===== config.mk =====
export PLATFORM = sky130hd
export DESIGN_NAME = mem_access_unit
export DESIGN_NICKNAME = d
export VERILOG_FILES = /design/src/rtl/mem_access_unit.sv
export SDC_FILE = /design/constraint.sdc
export NUM_CORES = 1
export LEC_CHECK = 0
export BUFFER_PORTS_ARGS = -buffer_cell sky130_fd_sc_hd__buf_2
export CAP_MARGIN = 20
export CORE_MARGIN = 2
export CORE_UTILIZATION = 48
export CTS_BUF_LIST = sky130_fd_sc_hd__clkbuf_2
export CTS_CLUSTER_SIZE = 14
export DETAILED_ROUTE_END_ITERATION = 8
export PLACE_DENSITY = 0.79
export SYNTH_ARGS = -nofsm -noshare
export SYNTH_HDL_FRONTEND = slang
export SYNTH_SLANG_ARGS = --single-unit

===== constraint.sdc =====
create_clock -name clk -period 2.06 [get_ports clk]
set_clock_uncertainty 0.1 [all_clocks]
set_input_delay 0.103 -clock clk [delete_from_list [all_inputs] [get_ports clk]]
set_output_delay 0.103 -clock clk [all_outputs]
set_load 0.01 [all_outputs]

===== src/rtl/mem_access_unit.sv =====
// Load/store front end for the MIPS data memory: word-aligned memory port,
// read-modify-write sub-word stores, extended loads and error detection.
// Optional build macro MEM_ACCESS_PERF_EN adds saturating perf counters.
module mem_access_unit #(
    parameter int DM_BYTES = 2048,
    parameter int ADDR_W   = 32
) (
    input  logic              clk,
    input  logic              rst_n,
    input  logic              req_valid,
    output logic              req_ready,
    input  logic              req_write,
    input  logic [1:0]        req_size,
    input  logic              req_unsigned,
    input  logic [ADDR_W-1:0] req_addr,
    input  logic [31:0]       req_wdata,
    output logic              resp_valid,
    output logic [31:0]       resp_rdata,
    output logic              resp_err,
    output logic [ADDR_W-1:0] dm_addr,
    output logic [31:0]       dm_wdata,
    output logic              dm_we,
    output logic              dm_re,
    input  logic [31:0]       dm_rdata,
`ifdef MEM_ACCESS_PERF_EN
    output logic [15:0]       perf_loads,
    output logic [15:0]       perf_stores,
    output logic [15:0]       perf_errs,
`endif
    output logic [1:0]        fsm_state
);

    // Handshake: a request is taken on a rising edge where req_valid && req_ready;
    // req_ready is high only in IDLE, and resp_valid is a one-cycle pulse that
    // cannot be stalled.
    typedef enum logic [1:0] {
        IDLE = 2'd0,
        RD   = 2'd1,
        WR   = 2'd2,
        RESP = 2'd3
    } state_t;

    localparam logic [ADDR_W:0] LAST_ADDR = (ADDR_W+1)'(DM_BYTES - 1);

    state_t            state, state_next;
    logic [ADDR_W-1:0] addr_q;
    logic              write_q;
    logic [1:0]        size_q;
    logic              unsigned_q;
    logic [31:0]       wdata_q;
    logic              err_q;
    logic [31:0]       word_q;

    logic              accept;
    logic              req_err;
    logic [ADDR_W:0]   span;
    logic [ADDR_W:0]   last_byte;
    logic [7:0]        byte_lane;
    logic [15:0]       half_lane;
    logic [31:0]       load_val;
    logic [31:0]       merged;

    assign accept    = req_valid && (state == IDLE);
    assign fsm_state = state;

    // The last byte of the access must be in range, computed one bit wider
    // so addresses near the top of the bus cannot wrap back into range.
    always_comb begin
        span = '0;
        case (req_size)
            2'b00:   span = (ADDR_W+1)'(0);
            2'b01:   span = (ADDR_W+1)'(1);
            default: span = (ADDR_W+1)'(3);
        endcase
        last_byte = {1'b0, req_addr} + span;
        req_err   = (req_size == 2'b11)
                 || (req_size == 2'b01 && req_addr[0])
                 || (req_size == 2'b10 && req_addr[1:0] != 2'b00)
                 || (last_byte > LAST_ADDR);
    end

    always_ff @(posedge clk or negedge rst_n) begin
        if (!rst_n) state <= IDLE;
        else        state <= state_next;
    end

    always_comb begin
        state_next = state;
        case (state)
            IDLE: begin
                if (accept) begin
                    if (req_err)                      state_next = RESP;
                    else if (req_write && req_size == 2'b10) state_next = WR;
                    else                              state_next = RD;
                end
            end
            RD:      state_next = write_q ? WR : RESP;
            WR:      state_next = RESP;
            default: state_next = IDLE;
        endcase
    end

    always_ff @(posedge clk or negedge rst_n) begin
        if (!rst_n) begin
            addr_q     <= '0;
            write_q    <= 1'b0;
            size_q     <= 2'b00;
            unsigned_q <= 1'b0;
            wdata_q    <= '0;
            err_q      <= 1'b0;
            word_q     <= '0;
        end else begin
            if (accept) begin
                addr_q     <= req_addr;
                write_q    <= req_write;
                size_q     <= req_size;
                unsigned_q <= req_unsigned;
                wdata_q    <= req_wdata;
                err_q      <= req_err;
            end
            if (state == RD) word_q <= dm_rdata;
        end
    end

    // Big-endian lanes: byte offset 0 lives in bits [31:24].
    always_comb begin
        byte_lane = 8'h00;
        case (addr_q[1:0])
            2'd0: byte_lane = word_q[31:24];
            2'd1: byte_lane = word_q[23:16];
            2'd2: byte_lane = word_q[15:8];
            default: byte_lane = word_q[7:0];
        endcase
        half_lane = addr_q[1] ? word_q[15:0] : word_q[31:16];

        load_val = word_q;
        case (size_q)
            2'b00: load_val = {{24{~unsigned_q & byte_lane[7]}}, byte_lane};
            2'b01: load_val = {{16{~unsigned_q & half_lane[15]}}, half_lane};
            default: load_val = word_q;
        endcase

        merged = word_q;
        case (size_q)
            2'b00: begin
                case (addr_q[1:0])
                    2'd0: merged[31:24] = wdata_q[7:0];
                    2'd1: merged[23:16] = wdata_q[7:0];
                    2'd2: merged[15:8]  = wdata_q[7:0];
                    default: merged[7:0] = wdata_q[7:0];
                endcase
            end
            2'b01: begin
                if (addr_q[1]) merged[15:0]  = wdata_q[15:0];
                else           merged[31:16] = wdata_q[15:0];
            end
            default: merged = wdata_q;
        endcase
    end

    // Memory controls decode purely from state so reset kills dm_we at once.
    always_comb begin
        req_ready  = (state == IDLE);
        dm_re      = (state == RD);
        dm_we      = (state == WR);
        dm_addr    = (state == RD || state == WR) ? {addr_q[ADDR_W-1:2], 2'b00} : '0;
        dm_wdata   = (state == WR) ? merged : 32'h0;
        resp_valid = (state == RESP);
        resp_err   = (state == RESP) && err_q;
        resp_rdata = (state == RESP && !err_q && !write_q) ? load_val : 32'h0;
    end

`ifdef MEM_ACCESS_PERF_EN
    always_ff @(posedge clk or negedge rst_n) begin
        if (!rst_n) begin
            perf_loads  <= '0;
            perf_stores <= '0;
            perf_errs   <= '0;
        end else if (state == RESP) begin
            if (err_q) begin
                if (perf_errs != 16'hFFFF) perf_errs <= perf_errs + 16'd1;
            end else if (write_q) begin
                if (perf_stores != 16'hFFFF) perf_stores <= perf_stores + 16'd1;
            end else begin
                if (perf_loads != 16'hFFFF) perf_loads <= perf_loads + 16'd1;
            end
        end
    end
`endif

endmodule


==> results of run 1 <==
## Yosys cell counts (all sizes together), types with 9 or more instances
master and number:
and2 41, nor3 9, nand4 11, a22oi 16, a22o 15, o21ai 39, a21oi 43, mux2i 25
dfrtp 103, a221oi 17, nand2 53, nand2b 9, buf 11, clkbuf 39, a21boi 9, inv 24
nand3 10, nor2b 10, nor2 43, mux2 84
## placed cells by master (no fill, tap or decap), types with 7 or more instances in the layout
cell type and instances:
a21oi_1 21, a21oi_2 20, a221oi_2 13, a22o_1 15
a22oi_1 8, a22oi_2 8, a31oi_1 7, and2_1 10
and2_4 31, and3_1 7, buf_12 10, buf_2 165
buf_4 49, buf_6 62, clkbuf_2 11, dfrtp_1 98
dlygate4sd3_1 104, inv_1 21, mux2_2 83, mux2i_1 18
nand2_1 40, nand2_2 11, nand2b_1 7, nand3_1 9
nand4_1 11, nor2_1 38, nor2b_1 10, nor3_1 8
o21ai_0 21, o21ai_1 17
## through the flow
| stage | setup slack (ns) | area [µm²] |
|---|---|---|
| 2_1_floorplan | 0.0004983 | 6571 |
| 5_1_grt | -0.8309 | 10620 |
| 3_3_place_gp | -0.2036 | 7948 |
| 4_1_cts | -0.5098 | 9878 |
| 6_report | -0.6587 | 10620 |
| 3_5_place_dp | -0.2450 | 7948 |
## worst max-delay path, stage by stage, from the launching register on
cell	delay (ns)
dfrtp_2	0.48
buf_6	0.14
buf_8	0.13
buf_12	0.14
mux2i_1	0.22
nor2_1	0.08
a31oi_1	0.21
nor2_1	0.11
a21oi_2	0.14
nor2_1	0.06
buf_2	0.15
## state kept, by name (all words and copies together) (netlist names)
signal      flops
addr_q         32
wdata_q        32
word_q         32
fsm_state       2
size_q          2
err_q           1
unsigned_q      1
write_q         1
## timing repair
item | in CTS | in global routing
gates cloned | 7 | 6
pin swaps | 11 | 57
hold buffers | 104 | 1
gates resized for setup | 125 | 128
endpoints found under the setup margin | 95 | 98
buffers inserted | 21 | 21
endpoints found under the hold margin | 206 | 1
## area by class of cell
class                      count  share of cell area [%]
clock buffer                  11                  0.5185
clock inverter                 5                  0.4596
inverter                      25                  0.9899
multi-input combinational    507                   39.59
sequential                   103                   24.33
tap                          176                   2.074
timing repair buffer         402                   32.03
## report_power, final
group / leakage (nW) / internal (mW) / total (mW) / switching (mW)
logic: 3.56 / 6.43 / 11.9 / 5.43
registers: 1.21 / 3.04 / 4.46 / 1.42
clock network: 0.0647 / 0.278 / 0.965 / 0.687
## worst paths after layout
kind	from	end	slack (ns)
worst max register to register	fsm_state[0]$_DFFE_PN0P_	fsm_state[1]$_DFFE_PN0P_	0.07
worst max-delay path	addr_q[1]$_DFFE_PN0P_	resp_rdata[1]	-0.66
worst min register to register	addr_q[10]$_DFFE_PN0P_	addr_q[10]$_DFFE_PN0P_	0.44
max in group asynchronous	rst_n	wdata_q[13]$_DFFE_PN0P_	0.36
worst min-delay path	req_wdata[26]	wdata_q[26]$_DFFE_PN0P_	0.09
min in group asynchronous	rst_n	wdata_q[19]$_DFFE_PN0P_	0.37
## cells by family after synthesis
| logic type | count (synthesis) |
|---|---|
| AND/OR/NAND/NOR | 219 |
| AO/OA/AOI/OAI | 165 |
| multiplexers | 110 |
| flip-flops | 103 |
| buffers and inverters | 75 |
| adder cells (fa/ha/maj) | 7 |
| XOR/XNOR | 4 |
| other | 1 |
## layer usage
layer  GRT usage [%]  share of wire (%)
met4           14.26                7.0
met1           38.08                 35
met5               0                  0
met3           8.650                9.3
met2           57.88                 49
==> key figures, run 1 <==
STA
  • Worst Setup Slack, final: -0.6587 ns
  • Least-Margin Pin Slew: 0.6988 ns
  • Period utilisation layout: 132.0%
  • FMAX: 367.8 MHz
  • Minimum clock period: 2.719 ns
  • Setup_tns: -38.30 ns
  • Hold_ws: 0.09358 ns
  • Slew headroom: 53.26%
  • Fin. Hold Viols: 0
  • Final setup fails: 94
  • RSZ-0062 raised after global routing: true
  • Max-slew violation count: 0

Synthesis
  • Post-synth EDFFs: 0
  • Synth Area in XOR/XNOR: 0.5418%
  • Ys Warns: 0
  • Mux cell area share after synthesis: 18.85%
  • Post-synth top area share: 39.86%
  • Synth Area in Compound Gates: 16.72%
  • Synth async-reset ratio: 100.0%
  • Post-synthesis sequential area ratio: 39.86%
  • Synth Area in Adders: 1.471%
  • Area leader, netlist: dfrtp_1
  • Post-synth cell types: 57
  • Mapped Cells: 684
  • #FFs+latches synth: 103
  • Synth Area in Simple Gates: 17.88%
  • Synth Flop Type: dfrtp_1
  • Main combinational cell family by area after synthesis: multiplexers
  • Synth Cell Area: 0.006466 mm²
  • Syn_area_per_cell: 9.454 µm²
  • Top post-synthesis cells by area: dfrtp_1, mux2_2, and2_1, mux2i_1, a21oi_1

Route
  • DR iter-0 viols: 828
  • Drt total wl: 27,460 µm
  • Vias: 7,655
  • DRC: 0
  • Drt first pass iters: 7
  • Vias/cell: 6.229
  • Routed len/inst: 22.34 µm
  • Final ANT Viol Nets: 0

Floorplan
  • Die height: 120.1 µm
  • Die Width: 120.1 µm
  • Starting Density: 49.02%
  • # rows: 42
  • CORE AREA: 0.01319 mm²
  • Die footprint: 0.01442 mm²
  • IO Count: 206

Clock network
  • H-tree levels: 3
  • Clk pin slew, worst setup/hold paths: 0.30 ns
  • Clk Tree Root Cell: clkbuf_2
  • Clock sink count: 103
  • CTS Buffer Depth: 2
  • TritonCTS buffer count: 9
  • CTS tree: built
  • Clk_lat worst skew: 0.61 ns

Min path
  • Hold Crit Class: in -> reg
  • Worst hold stages: 3

Setup path
  • CP required: 1.86 ns
  • CP Class: reg -> out
  • Worst-case reg-to-reg path depth: 10
  • Startpoint Class: register
  • Crit path max fanout: 7
  • Worst EP arrival: 2.52 ns
  • Critical Path Sink Type: primary output

Run status
  • Violated checks: setup timing
  • Outcome: finished, violations left

Global routing
  • GRT Overall Usage: 33.10%
  • GRT Residual Overflow: 0
  • Vias in the first global route: 7,092
  • Global-route wire length before repair: 37,230 µm
  • Antenna violations before repair: 0
  • Largest net degree at the start of global routing: 62

Placed design
  • I/O Buffers: 203
  • Hpwl dp: 14,680 µm
  • # placed instances: 1,058
  • Routability congestion estimate: 0.9410

Layout
  • Final std cells w/o fill: 1,229
  • Area delta synth->final: 64.20%
  • Share of cells above drive strength 1: 51.19%
  • # fillers: 699
  • Reg area: 0.002584 mm²
  • Multi-input logic area: 0.004204 mm²
  • Post-layout util: 80.50%
  • Final nets: 1,158
  • # diodes: 0

Power
  • P_leak: 4.839 nW
  • Worst IR Drop VDD: 0.001021 V
  • Pwr/cell area: 1628 mW/mm²
  • Total power: 17.28 mW

Job
  • MaxCap Viol Count: 0
Power figures use the tool's default switching activity.
==> inputs of run 2 (changes only) <==
--- a/config.mk
+++ b/config.mk
@@ -12,7 +12,7 @@
 export CTS_BUF_LIST = sky130_fd_sc_hd__clkbuf_2
 export CTS_CLUSTER_SIZE = 14
 export DETAILED_ROUTE_END_ITERATION = 8
-export PLACE_DENSITY = 0.79
+export PLACE_DENSITY_LB_ADDON = 0.3
 export SYNTH_ARGS = -nofsm -noshare
 export SYNTH_HDL_FRONTEND = slang
 export SYNTH_SLANG_ARGS = --single-unit
==> key figures, run 2 (synthesis gave the netlist of run 1 again) <==
Run status
  • Outcome: finished, violations left
  • Violated checks: setup timing

Min path
  • Hold EP: fsm_state[1]$_DFFE_PN0P_
  • Worst hold stages: 6 (+3)
  • Hold Crit Class: in -> reg
  • Hold wc startpoint: req_size[1]

STA
  • FMAX: 379.2 MHz (+3.1%)
  • Max-slew violation count: 0 (unchanged)
  • Minimum clock period: 2.637 ns (-0.08119 ns)
  • Worst Setup Slack, final: -0.5775 ns (+0.08119 ns)
  • Fin. Hold Viols: 0 (unchanged)
  • Final setup fails: 94 (unchanged)
  • RSZ-0062 raised after global routing: true
  • Period utilisation layout: 128.0% (-3.9 points)

Placed design
  • Hpwl dp: 14,550 µm (-0.93%)
  • DP Area: 0.007960 mm² (+0.16%)
  • # placed instances: 1,055 (-0.28%)
  • I/O Buffers: 203 (unchanged)
  • Post-Place Worst Slack: -0.2796 ns (-0.03456 ns)
  • Routability congestion estimate: 0.9344 (-0.70%)

Global routing
  • Met3 Use GR: 7.082% (-1.6 points)
  • Global-route wire length before repair: 36,650 µm (-1.6%)
  • Vias in the first global route: 6,984 (-1.5%)
  • Grt peak-use layer: met2
  • GRT Overall Usage: 32.52% (-0.58 points)
  • M2 GR Usage: 56.11% (-1.8 points)
  • GRT Residual Overflow: 0 (unchanged)
  • M1 GR Usage: 37.50% (-0.59 points)
  • Antenna violations before repair: 1 (+1)
  • Largest net degree at the start of global routing: 52 (-16%)

Layout
  • Largest regs: addr_q (32), wdata_q (32), word_q (32)
  • Post-layout util: 78.79% (-1.7 points)
  • Area delta synth->final: 60.72%
  • Commonest non-fill, non-tap cells in the layout: buf_2, dlygate4sd3_1, dfrtp_1
  • Final nets: 1,140 (-1.6%)
  • Share of cells above drive strength 1: 47.73% (-3.5 points)
  • Final std cells w/o fill: 1,212 (-1.4%)
  • Commonest non-fill, non-tap cell in the layout: buf_2
  • Finished Cell Area: 0.01039 mm² (-2.1%)

Power
  • Sw Ratio: 42.09% (-1.5 points)
  • P_leak: 4.765 nW (-1.5%)
  • Sequential share of power: 26.4% (+0.6 points)
  • Worst IR Drop VDD: 0.001108 V (+8.5%)
  • Power share of the combinational group: 66.2% (-2.4 points)
  • Pwr/cell area: 1576 mW/mm² (-3.2%)
  • Switching Power: 6.892 mW (-8.5%)
  • Cell internal pwr: 9.483 mW (-2.7%)
  • Clock Power Share: 7.5% (+1.9 points)

Setup path
  • FF-to-FF setup slack: 0.03 ns (-0.04 ns)
  • RR Endpoint: fsm_state[0]$_DFFE_PN0P_
  • Crit path max fanout: 8 (+1)
  • Startpoint Class: register
  • Critical Path Sink Type: primary output
  • CP required: 1.86 ns (about the same)
  • CP Class: reg -> out
  • Worst EP arrival: 2.43 ns (-0.09 ns)
  • Worst-case reg-to-reg path depth: 11 (+1)
  • FF-to-FF Start: fsm_state[1]$_DFFE_PN0P_

Job
  • MaxCap Viol Count: 0 (unchanged)

Clock network
  • Clock sink count: 103 (unchanged)
  • H-tree levels: 3 (unchanged)
  • Clk pin slew, worst setup/hold paths: 0.28 ns (-0.02 ns)
  • Clk_lat worst skew: 0.62 ns (about the same)
  • CTS Buffer Depth: 2 (unchanged)
  • CTS tree: built
  • Clk Tree Root Cell: clkbuf_2
  • TritonCTS buffer count: 9 (unchanged)

Route
  • Drt first pass iters: 5 (-2)
  • Vias/cell: 5.900 (-5.3%)
  • Vias: 7,151 (-6.6%)
  • Routed len/inst: 20.59 µm (-7.8%)
  • DR iter-0 viols: 708 (-14%)
  • Drt total wl: 24,960 µm (-9.1%)
  • DRC: 0 (unchanged)
  • Final ANT Viol Nets: 0 (unchanged)

Floorplan
  • # rows: 42 (unchanged)
  • Starting Density: 49.02% (unchanged)
  • CORE AREA: 0.01319 mm² (unchanged)
  • IO Count: 206 (unchanged)
  • Die footprint: 0.01442 mm² (unchanged)
  • Die height: 120.1 µm (unchanged)
  • Die Width: 120.1 µm (unchanged)
==> run 2: cell count changes in the layout (fill, tap and decap cells not counted), moves of 3 or more <==
cell      change
a21boi_2      -5
buf_2         +3
a21boi_0      +6
buf_6        -24
o21ai_1      -11
buf_12        +6
nand2_2      -11
o21ai_0       +9
a21oi_1      +12
nand2_1      +11
a21oi_2      -10
==> run 2: area by class of cell <==
| type | count | area (µm²) |
|---|---|---|
| Fill cell | 804 | 2798 |
| Multi-Input combinational cell | 507 | 4116 |
| Inverter | 25 | 101.3 |
| Timing Repair Buffer | 384 | 3216 |
| Clock inverter | 4 | 93.84 |
| Antenna cell | 1 | 2.502 |
| Clock buffer | 12 | 60.06 |
| Sequential cell | 103 | 2582 |
| Tap cell | 176 | 220.2 |
==> run 2: metal layers <==
layer | part of all wire (%) | vias up
met5 | 0 | -
met1 | 36 | 3435
met4 | 6.0 | 0
met2 | 51 | 437
li1 | - | 3160
met3 | 7.3 | 119
==> run 2: power groups by stage <==
stage                     sequential, mW  clock (mW)  combinational (mW)
after floorplan                     3.65           0                4.87
after global placement              4.07           0                6.81
after detailed placement            4.09           0                6.92
after CTS                           4.14        1.23                9.65
after global routing                4.39        1.32                11.5
final                               4.32        1.22                10.8
==> run 2: worst max-delay path, stage by stage (launching register included) <==
cell	delay [ns]
dfrtp_2	0.47
mux4_2	0.53
nand2b_4	0.11
a21oi_2	0.06
o21ai_2	0.21
buf_6	0.18
a21oi_1	0.07
buf_2	0.16
==> run 2: how the worst max path moves through the flow <==
stage                               start                end  slack [ns]
floorplan           size_q[1]$_DFFE_PN0P_     resp_rdata[15]      0.0005
global placement              req_size[1]  err_q$_DFFE_PN0P_       -0.20
detailed placement            req_size[1]  err_q$_DFFE_PN0P_       -0.28
CTS                 size_q[1]$_DFFE_PN0P_     resp_rdata[15]       -0.49
global route        addr_q[1]$_DFFE_PN0P_     resp_rdata[23]       -0.69
finish              addr_q[1]$_DFFE_PN0P_     resp_rdata[23]       -0.58
==> run 2: repair_timing <==
item | in CTS | in global routing
resized for setup | 135 | 53
pin swaps | 9 | 23
hold buffers | 105 | 1
cloned | 6 | 2
endpoints found under the setup margin | 96 | 100
buffers inserted | 14 | 16
endpoints found under the hold margin | 206 | 1
==> run 2: metrics by stage <==
step | TNS [ns] | hold slack, ns | total power [mW]
6_report | -35.63 | 0.05042 | 16.37
5_1_grt | -46.61 | 0.08323 | 17.18
4_1_cts | -31.30 | 0.03709 | 15.03
3_5_place_dp | -0.7918 | 0.03083 | 11.02
3_3_place_gp | -0.5637 | 0.02825 | 10.88
2_1_floorplan | 0 | -0.2926 | 8.519
